$ cat config.mk
export PLATFORM = sky130hd
export DESIGN_NAME = request_conditioner
export DESIGN_NICKNAME = d
export VERILOG_FILES = /design/src/rtl/request_conditioner_pkg.sv /design/src/rtl/request_conditioner_debounce_channel.sv /design/src/rtl/request_conditioner.sv
export SDC_FILE = /design/constraint.sdc
export NUM_CORES = 1
export LEC_CHECK = 0
export BUFFER_PORTS_ARGS = -buffer_cell sky130_fd_sc_hd__buf_2
export CELL_PAD_IN_SITES_DETAIL_PLACEMENT = 1
export CELL_PAD_IN_SITES_GLOBAL_PLACEMENT = 1
export CORE_MARGIN = 5
export CORE_UTILIZATION = 40
export CTS_CLUSTER_SIZE = 12
export DETAILED_ROUTE_END_ITERATION = 7
export PLACE_DENSITY_LB_ADDON = 0.1
export SYNTH_ARGS = -nofsm -noshare
export SYNTH_HDL_FRONTEND = slang
export SYNTH_SLANG_ARGS = --single-unit
$ cat constraint.sdc
create_clock -name clk -period 1.28 [get_ports clk]
set_input_delay 0.128 -clock clk [delete_from_list [all_inputs] [get_ports clk]]
set_output_delay 0.128 -clock clk [all_outputs]
set_load 0.005 [all_outputs]
$ cat src/rtl/request_conditioner_pkg.sv
// Shared constants and the request-vector type used along the
// button -> request -> priority_encoder path.
package request_conditioner_pkg;

  localparam int REQ_N          = 4;
  localparam int DEBOUNCE_SIM   = 16;
  localparam int DEBOUNCE_BOARD = 1_000_000;

  typedef logic [REQ_N-1:0] req_vec_t;

endpackage

$ cat src/rtl/request_conditioner_debounce_channel.sv
// One button channel: two-flop synchroniser, stability counter,
// debounced level and a registered rising-edge strobe.
module debounce_channel
  import request_conditioner_pkg::*;
#(
  parameter int DEBOUNCE_CYCLES = DEBOUNCE_SIM,
  parameter int CNT_W           = $clog2(DEBOUNCE_CYCLES + 1)
) (
  input  logic clk,
  input  logic rst_n,
  input  logic btn_i,
  output logic level_o,
  output logic pulse_o
);

  localparam logic [CNT_W-1:0] CNT_LAST = CNT_W'(DEBOUNCE_CYCLES - 1);

  logic             s1_q;
  logic             s2_q;
  logic             stable_q;
  logic             stable_d;
  logic             pulse_q;
  logic             pulse_d;
  logic [CNT_W-1:0] cnt_q;
  logic [CNT_W-1:0] cnt_d;

  // Counter runs only while s2 disagrees with the accepted level; any agreement restarts it.
  always_comb begin
    stable_d = stable_q;
    cnt_d    = '0;
    if (s2_q == stable_q) begin
      cnt_d = '0;
    end else if (cnt_q == CNT_LAST) begin
      stable_d = s2_q;
      cnt_d    = '0;
    end else begin
      cnt_d = cnt_q + 1'b1;
    end
    pulse_d = stable_d & ~stable_q;
  end

  // Synchroniser, debounce state and strobe register.
  always_ff @(posedge clk or negedge rst_n) begin
    if (!rst_n) begin
      s1_q     <= 1'b0;
      s2_q     <= 1'b0;
      stable_q <= 1'b0;
      cnt_q    <= '0;
      pulse_q  <= 1'b0;
    end else begin
      s1_q     <= btn_i;
      s2_q     <= s1_q;
      stable_q <= stable_d;
      cnt_q    <= cnt_d;
      pulse_q  <= pulse_d;
    end
  end

  assign level_o = stable_q;
  assign pulse_o = pulse_q;

endmodule

$ cat src/rtl/request_conditioner.sv
// Turns raw push-button levels into a sticky request vector for the
// priority encoder; the consumer clears the channel it has serviced.
module request_conditioner
  import request_conditioner_pkg::*;
#(
  parameter int N_REQ           = REQ_N,
  parameter int DEBOUNCE_CYCLES = DEBOUNCE_SIM
) (
  input  logic             clk,
  input  logic             rst_n,
  input  logic [N_REQ-1:0] btn_in,
  input  logic [N_REQ-1:0] clear,
  output logic [N_REQ-1:0] level_o,
  output logic [N_REQ-1:0] pulse_o,
  output logic [N_REQ-1:0] req_o
);

  localparam int CNT_W = $clog2(DEBOUNCE_CYCLES + 1);

  logic [N_REQ-1:0] req_q;
  logic [N_REQ-1:0] req_d;

  for (genvar g = 0; g < N_REQ; g++) begin : g_chan
    debounce_channel #(
      .DEBOUNCE_CYCLES(DEBOUNCE_CYCLES),
      .CNT_W          (CNT_W)
    ) u_chan (
      .clk    (clk),
      .rst_n  (rst_n),
      .btn_i  (btn_in[g]),
      .level_o(level_o[g]),
      .pulse_o(pulse_o[g])
    );
  end

  // A fresh rising edge takes priority over a coincident clear so no event is lost.
  always_comb begin
    req_d = (req_q & ~clear) | pulse_o;
  end

  // Request latch register.
  always_ff @(posedge clk or negedge rst_n) begin
    if (!rst_n) begin
      req_q <= '0;
    end else begin
      req_q <= req_d;
    end
  end

  assign req_o = req_q;

endmodule
Yosys cells after proc, flatten, opt, wreduce, memory -nomap -nowiden
Cells that the tools add are included.
{"block": "totals", "latch_bits": 0, "n_memories": 0, "output_inout_bits": 12, "reg_bits": 40, "ramBits": 0, "input_bits": 10, "rom_bits": 0}
{"block": "op_classes", "bitwise_logic": 11, "reduce_logical": 0, "shifts": 0, "muxes": 16, "multipliers": 0, "eq_ne": 8, "div": 0, "n_lt_le_gt_ge": 0, "addsub": 4}
{"operator": "two-way mux 5 bit", "count": 8}
{"operator": "adder 5 x 1 -> 5 bit (second input constant)", "count": 4}
{"operator": "equality test 5 x 4 -> 1 bit (second input constant)", "count": 4}
{"operator": "two-way mux 1 bit", "count": 8}
{"operator": "bitwise AND 1 bit", "count": 4}
{"operator": "bitwise AND 4 bit", "count": 1}
{"operator": "equality test 1 bit", "count": 4}
{"operator": "inverter 1 bit", "count": 4}
{"operator": "inverter 4 bit", "count": 1}
{"operator": "OR 4 bit", "count": 1}

Logic depth before layout (Yosys ltp)
{"block": "depth", "word_depth": 4, "ltp_mapped": 4, "ltp_nobuf": 4}

By module
From an unflattened synthesis, not the netlist that was laid out.
{"block": "unflattened", "hier_cells": 112, "area_unflattened_um2": 1546.5}
{"mod": "debounce_channel", "seq_area_each_um2": 225.2, "area_per_inst_um2": 350.3, "n_inst": 4, "cells_each": 25}
{"mod": "request_conditioner", "seq_area_each_um2": 100.1, "area_per_inst_um2": 145.1, "n_inst": 1, "cells_each": 12}

Worst setup path after synthesis
No wires, ideal clock.
{"block": "synth_path", "path_type": "register to register", "start": "register g_chan[1].u_chan.cnt_q[0]", "end": "register g_chan[1].u_chan.stable_q", "stages_incl_launch_ff": 5, "arrival_time_ns": 1.106, "required_ns": 1.152, "period_less_slack_ns": 1.233, "setup_slack_ns": 0.047, "cell_sequence": "dfrtp_1 ha_1 nand3_2 nor2_2 mux2_1"}
{"block": "synth_via", "elab_chain_len": 3}
{"element": "start: declaration", "line_no": "request_conditioner_debounce_channel.sv:24", "source": "logic [CNT_W-1:0] cnt_q;"}
{"element": "start signal: assignment", "line_no": "request_conditioner_debounce_channel.sv:54", "source": "cnt_q <= cnt_d;"}
{"element": "equality test 5 x 4 -> 1 bit", "line_no": "request_conditioner_debounce_channel.sv:33", "source": "end else if (cnt_q == CNT_LAST) begin"}
{"element": "two-way mux 1 bit", "line_no": "request_conditioner_debounce_channel.sv:33"}
{"element": "two-way mux 1 bit", "line_no": "request_conditioner_debounce_channel.sv:31", "source": "if (s2_q == stable_q) begin"}
{"element": "named net g_chan[1].u_chan.stable_d", "line_no": "request_conditioner_debounce_channel.sv:21", "source": "logic stable_d;"}
{"element": "end signal: assignment", "line_no": "request_conditioner_debounce_channel.sv:53", "source": "stable_q <= stable_d;"}
{"element": "end: declaration", "line_no": "request_conditioner_debounce_channel.sv:20", "source": "logic stable_q;"}
The timed path passes the listed nets, and every way through them passes these cells.

Worst setup path after layout
{"block": "layout_path", "start": "register g_chan[2].u_chan.cnt_q[0]", "end": "register g_chan[2].u_chan.stable_q"}
{"block": "layout_via", "elab_chain_len": 3}
{"element": "start: declaration", "line_no": "request_conditioner_debounce_channel.sv:24"}
{"element": "start signal: assignment", "line_no": "request_conditioner_debounce_channel.sv:54"}
{"element": "equality test 5 x 4 -> 1 bit", "line_no": "request_conditioner_debounce_channel.sv:33"}
{"element": "two-way mux 1 bit", "line_no": "request_conditioner_debounce_channel.sv:33"}
{"element": "two-way mux 1 bit", "line_no": "request_conditioner_debounce_channel.sv:31"}
{"element": "named net g_chan[2].u_chan.stable_d", "line_no": "request_conditioner_debounce_channel.sv:21"}
{"element": "end signal: assignment", "line_no": "request_conditioner_debounce_channel.sv:53"}
{"element": "end: declaration", "line_no": "request_conditioner_debounce_channel.sv:20"}
The timed path passes the listed nets, and every way through them passes these cells.

==> summary by stage <==
STA
The normalized max-slew margin is 0.777. Based on the critical path, the design can be clocked at up to 796 MHz. The post-route minimum period is 1260 ps.

The final number of max-transition violations was 0. Setup repair after global routing could not meet its margin everywhere. Across all hold checks on the routed design, the worst slack comes to 105 ps. The number of setup violations in the final report is 0. The final-report hold violation count is 0. At the pin with the least slew margin, the transition time is 330 ps. The final critical-path setup slack is 23.6 ps. Of the available clock period, the critical path in the final layout requires 0.982. The worst clock skew is 1.97 ps.

Global route
For this run, global-route usage on met1 was measured as 0.127. The layer flagged by global routing as most heavily used is met2. The largest net degree at the start of global routing is 41. The global-route track usage on met3 is 0.0331. Summed over all layers, the global routing overflow is 0.

The via count of the first global-routing pass is 1,091. The first global-routing pass estimated 4.71 mm of wire. For this run, global-route usage on met2 was measured as 0.211. The global-route usage over all layers is 0.119. The number of antenna violations at the first check in global routing came to 0.

Worst setup path
On the critical path the largest part of the delay comes from flip-flops. The startpoint of the worst register-to-register path is g_chan[2].u_chan.cnt_q[0]$_DFF_PN0_. The stage delay of the slowest cell on the critical path is 370 ps. The data arrival time at the worst-slack endpoint is 1430 ps. In this run the worst path has a maximum fanout of 4. The nature of the critical path endpoint is a flop.

Measured in cells, the most critical reg-to-reg path has a length of 4. The reg2reg setup slack is 20 ps. Tracing the worst setup path back leads to its startpoint at g_chan[2].u_chan.cnt_q[0]$_DFF_PN0_. The end of the worst register-to-register path is g_chan[2].u_chan.level_o$_DFF_PN0_. Counting both buffers and inverters, the worst setup path holds a total of 0. Among all stages on the critical path, the largest delay is contributed by dfrtp_1. The worst setup path is of the flop to flop kind.

Walking the worst path, the cells encountered are ha_2 -> nand3_4 -> nor2_1 -> mux2_2. For the worst setup path, the data required time is 1450 ps. The worst setup path is launched from a flop.

Routing
The routed wirelength normalized by instance count is 13.9 µm. The first routing iteration left 35 violations. The count of antenna-violating nets left after detailed routing is 0. The DRC violation count after routing is 0. In the routed layout, each cell is associated on average with a via count of 4.78. For this run, the detailed router's first-pass iteration total came to 2. The routed layout has 979 vias. The final layout contains routed wiring with a total length of 2.85 mm.

CTS
Clock tree synthesis selected as its root buffer the cell clkbuf_8. The number of clock sinks is 40. The number of H-tree branching levels is 2. The CTS tree is yes. The clock-pin transition on the worst setup and hold timing paths is 70 ps. The deepest clock path buffer count is 2. The source-to-sink clock delay at the later pin of the worst-skew pair is 280 ps.

The number of CTS-inserted buffers is 5.

Final layout
The commonest non-fill, non-tap cell in the layout is dfrtp_1. The number of antenna diodes in the final layout is 0. The area of all sequential standard cells is 1000 µm².

Compared with the post-synthesis result, the final layout area differs by 23.2%. The number of fill cells is 409. The filler-free cell count of the finished design is 205. Summing all multi-input logic gate instances after layout gives 534 µm². The final standard cell area without fillers is 1950 µm². The final-stage net count is 170. In the final layout, the share of cells above drive strength 1 is 0.338. The top cell types in the final layout, fill and taps aside, are dfrtp_1 (40), buf_2 (21), nor2_1 (12).

Yosys
Averaged over all synthesized cells, the footprint is 13.0 µm². The post-synthesis instance area is 1580 µm². The number of warnings reported in the yosys synthesis log is 0. The number of standard cells after synthesis is 122. Counting distinct cell types in the post-synthesis netlist gives 25.

The net count after synthesis is 136. The sequential area share after synthesis is 0.633. The number of flip-flops and latches in the synthesized netlist is 40.

Power
The power density over cell area is 1200 nW/µm². The total power of the final layout is 2.35 mW. The leakage power is 1.03 nW. The worst-case IR drop observed on VDD is 0.000689 V.

Placed design
The worst setup timing slack at the placement stage is 8.82 ps. The cell area after placement is 1740 µm². Detailed placement ended at an HPWL of 1.96 mm. At the end of routability-driven placement, the weighted congestion stood at 0.699. The number of buffers inserted by port buffering is 21.

In this run, placement finished with an instance count of 188.

Die
The die is 72.9 µm wide. For this design the top-level I/O count stands at 22. The core region is 3740 µm². The die is 72.9 µm tall.

The initial utilization of the core area, before any placement, comes to 0.422. The area of the die is 5310 µm². The initialized floorplan defines 22 standard-cell rows.

Worst hold path
Along the worst hold path, the cell count comes to 3. The worst hold path begins at clear[2]. The type of the tightest min-delay check is input port to flop. The end point of the most critical hold path is req_o[2]$_DFF_PN0_.

Status
The run finished with clean final reports.

Job
Across the run, the number of max-cap violations was 0.
-- stage by stage --
step,TNS (ps),utilization
global route,-96.2,0.520
CTS,0,0.503
floorplan,0,-
detailed placement,0,0.464
global placement,0,0.464
finish,0,0.520
-- state kept, by name, summed over array words and instances (netlist names) --
signal	flops
g_chan.u_chan.s2_q	4
g_chan.u_chan.level_o	4
g_chan.u_chan.s1_q	4
req_o	4
g_chan.u_chan.cnt_q	20
g_chan.u_chan.pulse_o	4
-- worst register-to-register path, stage by stage (launching register included) --
cell and delay, ps:
dfrtp_1 370, ha_2 220, nand3_4 100, nor2_1 130, mux2_2 330
-- routing by layer --
metal	part of all wire	vias up
met5	0	-
met4	0.025	0
met3	0.050	7
met2	0.54	22
met1	0.39	487
li1	-	463
-- worst max-delay path by stage --
| stage | end | slack [ps] | depth (start not counted) |
|---|---|---|---|
| 2_1_floorplan | g_chan[1].u_chan.level_o$_DFF_PN0_ | 50 | 4 |
| 3_3_place_gp | g_chan[1].u_chan.level_o$_DFF_PN0_ | 70 | 4 |
| 3_5_place_dp | g_chan[1].u_chan.level_o$_DFF_PN0_ | 9 | 4 |
| 4_1_cts | g_chan[0].u_chan.level_o$_DFF_PN0_ | 3 | 4 |
| 5_1_grt | g_chan[2].u_chan.level_o$_DFF_PN0_ | -30 | 4 |
| 6_report | g_chan[2].u_chan.level_o$_DFF_PN0_ | 20 | 4 |
-- report_power, final --
group	internal, mW	switching (mW)
clock network	0.439	0.393
registers	1.31	0.0395
logic	0.0853	0.0798
-- repair_timing --
item                                   in CTS  in global routing
hold buffers                                5                  0
buffers inserted                            1                  3
pin swaps                                   0                  4
setup endpoints to repair                   1                  6
resized for setup                           0                  9
endpoints found under the hold margin      44                  0
cloned                                      0                  0
-- synth_stat cells --
master	n	area, µm²
nand2b_1	2	12.5
mux2_1	2	22.5
and2_1	3	18.8
nor3_1	1	5.00
nor2b_1	1	6.26
nor4b_1	2	17.5
o21ai_2	1	8.76
and3_1	3	18.8
nor2_1	13	48.8
xnor2_1	2	17.5
dfrtp_1	40	1000
mux2_2	2	22.5
nand4b_1	1	8.76
nand3_2	4	40.0
a31oi_1	1	6.26
nor2_2	2	12.5
xor2_1	9	78.8
nand2_1	2	7.51
nor4b_2	2	30.0
nand3_1	4	20.0
a21o_1	4	30.0
buf_4	8	60.1
o21ai_1	2	10.0
inv_1	7	26.3
ha_1	4	50.1
-- layout make-up --
type / count / share of cell area
Sequential cell: 40 / 0.514
Multi-Input combinational cell: 67 / 0.274
Timing Repair Buffer: 35 / 0.121
Clock buffer: 8 / 0.0463
Tap cell: 48 / 0.0308
Inverter: 7 / 0.0135
-- cells by family after synthesis --
| kind of cell | synth area share |
|---|---|
| and+or+nand+nor | 0.156 |
| DFF | 0.633 |
| buffers and inverters | 0.0546 |
| xor gates and xnor gates | 0.0610 |
| AOI/OAI and AO/OA | 0.0348 |
| muxes | 0.0285 |
| adders and majority gates | 0.0317 |
No activity file was read; power rests on OpenSTA's default activity.
